## src/rtl/mem_pkg.sv

```systemverilog
// Shared types and constants for the unified program/data memory port.
package mem_pkg;

  localparam int MEM_AW = 8;
  localparam int MEM_DW = 8;

  typedef enum logic [0:0] {
    PRI_EX = 1'b0,
    PRI_IF = 1'b1
  } arb_state_t;

  function automatic logic [7:0] sat_inc8(input logic [7:0] v);
    return (v == 8'hFF) ? v : v + 8'd1;
  endfunction

endpackage

```

## src/rtl/spram_256x8.sv

```systemverilog
// Single-port 256x8 synchronous RAM, one-cycle read latency, no reset on contents.
module spram_256x8
  import mem_pkg::*;
#(
  parameter INIT_FILE = "dedotated_wam.mif"
) (
  input  logic              clk,
  input  logic              en,
  input  logic              we,
  input  logic [MEM_AW-1:0] addr,
  input  logic [MEM_DW-1:0] wdata,
  output logic [MEM_DW-1:0] rdata
);

  (* ram_init_file = INIT_FILE *) logic [MEM_DW-1:0] mem_q [0:(1<<MEM_AW)-1];
  logic [MEM_DW-1:0] rdata_q;

  always_ff @(posedge clk) begin
    if (en) begin
      if (we) mem_q[addr] <= wdata;
      else    rdata_q     <= mem_q[addr];
    end
  end

  assign rdata = rdata_q;

endmodule

```

## src/rtl/mem_port_arbiter.sv

```systemverilog
// Shares one RAM port between instruction fetch and execute load/store,
// data first, with a bounded data run before a fetch is forced through.
module mem_port_arbiter
  import mem_pkg::*;
#(
  parameter int unsigned MAX_DATA_RUN = 4,
  parameter              INIT_FILE    = "dedotated_wam.mif"
) (
  input  logic              sig_clk,
  input  logic              sig_rst_n,
  input  logic              IF_sig_req,
  input  logic [MEM_AW-1:0] IF_addr_pgm,
  output logic              IF_sig_ack,
  output logic              IF_sig_valid,
  output logic [MEM_DW-1:0] ID_EX_data_pgm,
  input  logic              EX_sig_req,
  input  logic              EX_sig_we,
  input  logic [MEM_AW-1:0] EX_addr_data,
  input  logic [MEM_DW-1:0] EX_data_wr,
  output logic              EX_sig_ack,
  output logic              EX_sig_valid,
  output logic [MEM_DW-1:0] EX_data_rd,
  output logic              IF_sig_stall,
  output logic [7:0]        stat_conflicts
);

  localparam logic [3:0] RUN_LAST = 4'(MAX_DATA_RUN - 1);

  arb_state_t        state_q, state_d;
  logic [3:0]        run_q, run_d;
  logic              if_vld_q, ex_vld_q;
  logic [MEM_DW-1:0] pgm_hold_q, ex_hold_q;
  logic [7:0]        stat_q;

  logic              grant_if, grant_ex, both_req;
  logic              ram_en, ram_we;
  logic [MEM_AW-1:0] ram_addr;
  logic [MEM_DW-1:0] ram_rdata;

  assign both_req = IF_sig_req & EX_sig_req;
  assign grant_if = sig_rst_n & IF_sig_req & (~EX_sig_req | (state_q == PRI_IF));
  assign grant_ex = sig_rst_n & EX_sig_req & ~grant_if;

  assign ram_en   = grant_if | grant_ex;
  assign ram_we   = grant_ex & EX_sig_we;
  assign ram_addr = grant_ex ? EX_addr_data : IF_addr_pgm;

  spram_256x8 #(.INIT_FILE(INIT_FILE)) u_ram (
    .clk  (sig_clk),
    .en   (ram_en),
    .we   (ram_we),
    .addr (ram_addr),
    .wdata(EX_data_wr),
    .rdata(ram_rdata)
  );

  // The run only counts data grants that actually made fetch wait.
  always_comb begin
    state_d = state_q;
    run_d   = run_q;
    case (state_q)
      PRI_EX: begin
        if (grant_ex && IF_sig_req) begin
          if (run_q == RUN_LAST) begin
            state_d = PRI_IF;
            run_d   = 4'd0;
          end else begin
            run_d = run_q + 4'd1;
          end
        end else begin
          run_d = 4'd0;
        end
      end
      PRI_IF: begin
        if (grant_if || !IF_sig_req) begin
          state_d = PRI_EX;
          run_d   = 4'd0;
        end
      end
      default: begin
        state_d = PRI_EX;
        run_d   = 4'd0;
      end
    endcase
  end

  always_ff @(posedge sig_clk or negedge sig_rst_n) begin
    if (!sig_rst_n) begin
      state_q    <= PRI_EX;
      run_q      <= 4'd0;
      if_vld_q   <= 1'b0;
      ex_vld_q   <= 1'b0;
      pgm_hold_q <= '0;
      ex_hold_q  <= '0;
      stat_q     <= 8'd0;
    end else begin
      state_q  <= state_d;
      run_q    <= run_d;
      if_vld_q <= grant_if;
      ex_vld_q <= grant_ex & ~EX_sig_we;
      if (if_vld_q) pgm_hold_q <= ram_rdata;
      if (ex_vld_q) ex_hold_q  <= ram_rdata;
      if (both_req) stat_q     <= sat_inc8(stat_q);
    end
  end

  // The RAM output register is shared, so each consumer latches it only
  // in the cycle right after its own grant and holds it afterwards.
  assign ID_EX_data_pgm = if_vld_q ? ram_rdata : pgm_hold_q;
  assign EX_data_rd     = ex_vld_q ? ram_rdata : ex_hold_q;

  assign IF_sig_ack     = grant_if;
  assign EX_sig_ack     = grant_ex;
  assign IF_sig_stall   = sig_rst_n & IF_sig_req & ~grant_if;
  assign IF_sig_valid   = if_vld_q;
  assign EX_sig_valid   = ex_vld_q;
  assign stat_conflicts = stat_q;

endmodule

```

## config.mk

```make
export PLATFORM = sky130hd
export DESIGN_NAME = mem_port_arbiter
export DESIGN_NICKNAME = d
export VERILOG_FILES = /design/src/rtl/mem_pkg.sv /design/src/rtl/spram_256x8.sv /design/src/rtl/mem_port_arbiter.sv
export SDC_FILE = /design/constraint.sdc
export NUM_CORES = 2
export LEC_CHECK = 0
export ABC_AREA = 1
export CORE_MARGIN = 10
export CORE_UTILIZATION = 32
export DETAILED_ROUTE_END_ITERATION = 16
export PLACE_DENSITY = 0.48
export SLEW_MARGIN = 5
export SYNTH_ARGS = -nofsm -noshare
export SYNTH_HDL_FRONTEND = slang
export SYNTH_SLANG_ARGS = --single-unit
```

## constraint.sdc

```tcl
create_clock -name sig_clk -period 3.8 [get_ports sig_clk]
set_clock_uncertainty 0.1 [all_clocks]
set_input_delay 0.38 -clock sig_clk [delete_from_list [all_inputs] [get_ports sig_clk]]
set_output_delay 0.38 -clock sig_clk [all_outputs]
set_load 0.05 [all_outputs]
```

==> impl_summary.log <==
INFO  metric path_clk_slew = 0.06 ns
INFO  metric drive_above_1_share = 12.3%
INFO  metric adder_cell_share_of_the_synthesized_area = 0.0288%
INFO  metric post_cts_setup_buffer_count = 0
INFO  metric postRouteWirelength = 286 mm
INFO  metric y_dimension_of_the_die = 541 um
INFO  metric drt_pass1_iterations = 6
INFO  metric sequential_cell_area = 62500 sq um
INFO  metric synth_top_family_by_area = simple AND/OR/NAND/NOR gates
INFO  metric r2r-start = state_q
INFO  metric post_synth_and_or_nand_nor_area_fraction = 24.9%
INFO  metric syn-instance-count = 8279
INFO  metric reg2reg_slack = 0.17 ns
INFO  metric status = completed
INFO  metric placement.io_buffers = 57
INFO  metric htree_num_levels = 4
INFO  metric cp-start-kind = flip-flop
INFO  metric dpl_hpwl = 178 mm
INFO  metric cp_delay_by_family_top = simple AND/OR/NAND/NOR gates
INFO  metric hold_sp = EX_sig_req
INFO  metric clock_tree_root = clkbuf_16
INFO  metric worstSetupEndpointType = flip-flop
INFO  metric antenna_violating_nets_post_route = 0
INFO  metric finish.instance_area = 105000 sq um
INFO  metric grt_pass1_wl = 414 mm
INFO  metric layout.cells.non_filler = 12600
INFO  metric grt_overflow_total = 0
INFO  metric clk_path_buf_depth = 4
INFO  metric post-route-period-util = 95.5%
INFO  metric irDropWorstVdd = 0.384 mV
INFO  metric cts.sinks = 2087
INFO  metric grt_setup_unrepaired = false
INFO  metric fill_cells = 26600
INFO  metric synth.yosys.warnings = 0
INFO  metric worstSetupPathType = reg2reg
INFO  metric die-width = 541 um
INFO  metric synth_xor_xnor_area_share = 0.0907%
INFO  metric design.die.area = 293000 sq um
INFO  metric worstPathArrival = 4.17 ns
INFO  metric finalSetupViolCount = 0
INFO  metric synth_top_cell_by_area = edfxtp_1
INFO  metric post_synth.cell_area_avg = 10.5 sq um
INFO  metric postPlaceCellArea = 97500 sq um
INFO  metric slew_headroom = 28.2%
INFO  metric routabilityCongestion = 0.847
INFO  metric netlist_top_cells_area = edfxtp_1 (71%), nand2_1 (20%), nand3_1 (2.1%), nor2_1 (2.1%), buf_2 (1.2%)
INFO  metric slowest_stage = nor2_1
INFO  metric fin_crit = 3.63 ns
INFO  metric synthesis.nets = 8310
INFO  metric design.final.nets = 8913
INFO  metric hold-path-cell-count = 3
INFO  metric core_area = 271000 sq um
INFO  metric dr_total_vias = 60500
INFO  metric slew_viol_final = 0
INFO  metric detailedPlace.worstSlack = -0.410 ns
INFO  metric later_pin_clock_latency_in_the_skew_report = 0.93 ns
INFO  metric cts_tree = done
INFO  metric io_pins = 58
INFO  metric wl_per_cell = 22.7 um
INFO  metric timing.setup.tns = 0 ns
INFO  metric grt_max_degree = 97
INFO  metric areaGrowthSynthToFinish = 20.4%
INFO  metric fin_util = 38.7%
INFO  metric timing.critical_path.slowest_cell_delay = 0.55 ns
INFO  metric r2r.worst_path.cells = 19
INFO  metric yosys-mux-area-fraction = 0.207%
INFO  metric netlist_area = 86900 sq um
INFO  metric synth_cell_types = 32
INFO  metric dr.first_iter.drc_count = 5288
INFO  metric max_freq = 0.276 GHz
INFO  metric mostFrequentLayoutCell = nand2_1
INFO  metric vias_per_cell = 4.79
INFO  metric timing.max_cap.violations = 0
INFO  metric worst_hold_slack = 0.168 ns
INFO  metric worstMarginPinSlew = 1.07 ns
INFO  metric hold-path-endpoint = IF_sig_valid
INFO  metric synth_sequential_area_ratio = 71.9%
INFO  metric place.detailed.instances = 12200
INFO  metric hold_violations = 0
INFO  metric synth-compound-area-share = 0.476%
INFO  metric top_library_cells_by_usage_in_the_layout_fill_and_taps_aside = nand2_1 (4701), edfxtp_1 (2056), buf_4 (608)
INFO  metric critical_path.cell_chain = nand2_2 -> nand2_4 -> nand2_2 -> nand2_8 -> buf_12 -> buf_12 -> nand2_1 -> nand2_1 -> nand2_1 -> nand2_1 -> nand2_1 -> nand2_1 -> nor2_1 -> nor2_1 -> buf_4 -> nor2_1 -> nand2_1 -> nor2_1 -> nand3_1
INFO  metric lkg_pwr = 41.9 nW
INFO  metric grt_util_all_layers = 18.9%
INFO  metric grt_pass1_vias = 59400
INFO  metric antenna_found_initial = 14
INFO  metric crit-reg2reg-capture = u_ram.rdata[1]
INFO  metric power-per-cell-area = 499 nW/um^2
INFO  metric min_path_type = in2reg
INFO  metric placement_rows = 191
INFO  metric critical_path_buf_inv_count = 3
INFO  metric tritoncts_buffers = 228
INFO  metric ys_seq_elements = 2087
INFO  metric share_of_the_synthesized_area_in_the_top_cell_type = 71.0%
INFO  metric overall_power = 52.3 mW
INFO  metric drc_errors = 0
INFO  metric worst_slack = 0.172 ns
INFO  metric multi_input_logic_area = 22500 sq um
INFO  metric critical_path_peak_fanout = 77
INFO  metric initial_core_util = 32.1%
INFO  metric worst_path_most_repeated_cell = nand2_1
INFO  metric critical_path_data_required_time = 4.35 ns
==> worst min-delay path: stages <==
cell             delay, ns
clkdlybuf4s50_1       0.48
buf_4                 0.11
a21oi_1               0.12
==> flip-flops by register name (all words and copies together), names as in the netlist <==
signal	flops
pgm_hold_q	8
run_q	4
IF_sig_valid	1
stat_conflicts	8
state_q	1
ex_hold_q	8
u_ram.mem_q	2048
u_ram.rdata	8
EX_sig_valid	1
==> layout make-up <==
cell class / instances / area share, %
well taps: 3570 / 4.27
diodes: 17 / 0.0406
repair buffers: 811 / 7.67
flip-flops and latches: 2087 / 59.7
inverters: 33 / 0.118
clock inverters: 111 / 0.937
clock buffers: 291 / 5.72
multi-input cells: 5721 / 21.5
==> layer usage <==
metal	wire length, um	part of all wire, %	GRT usage, %	vias to the layer above
li1	-	-	-	28500
met1	124000	43	25.4	29900
met2	139000	48	32.0	1769
met3	16000	5.6	2.51	370
met4	7940	2.8	5.32	0
met5	0	0	0	-
==> worst max path at each step <==
stage,start,end,slack (ns),cells after the start
finish,state_q,u_ram.rdata[1],0.17,19
global route,state_q,u_ram.rdata[0],0.03,19
CTS,state_q,u_ram.rdata[2],0.12,19
detailed placement,sig_rst_n,u_ram.rdata[2],-0.41,21
global placement,sig_rst_n,u_ram.rdata[2],-0.39,21
floorplan,EX_sig_req,u_ram.mem_q[183][0],0.98,10
==> report_power, final <==
group	internal, mW	switching [mW]	total (mW)
Sequential	25.4	0.0823	25.5
Combinational	1.61	3.89	5.50
Clock	12.2	9.11	21.3
==> what timing repair did <==
item | 4_1_cts | 5_1_grt
gates resized for setup | 0 | 2
endpoints found under the setup margin | 0 | 2
endpoints found under the hold margin | 315 | 0
hold buffers | 10 | 0
==> cells by family (layout without fill, tap and decap cells) <==
group                    count (synthesis)  count (layout)
AO/OA/AOI/OAI                           80              80
XOR/XNOR                                 9               9
adder cells (fa/ha/maj)                  2               2
buffers and inverters                  471            1246
flip-flops                            2087            2087
multiplexers                            16              16
other                                    0              17
AND/OR/NAND/NOR                       5614            5614
==> cells in the mapped netlist <==
cell         n
nor3_2       4
or2_0        1
inv_2        5
nand4_1      6
buf_6        2
nor3_1       5
nand2_2      4
clkbuf_1   185
buf_4        5
mux2_2      16
or2_2        2
nand3_1    373
nor2_4       1
dfrtp_1     31
o22ai_1      1
xor2_1       8
edfxtp_1  2056
nand2_1   4719
nor2_1     486
o21ai_1      8
o21ai_2      2
nand2_4      1
buf_1       39
or2_1        2
a21oi_1     12
ha_1         2
nor2_2      10
xnor2_1      1
inv_1       28
buf_2      207
o21bai_1     2
o21ai_0     55
(Power assumes the default switching activity.)
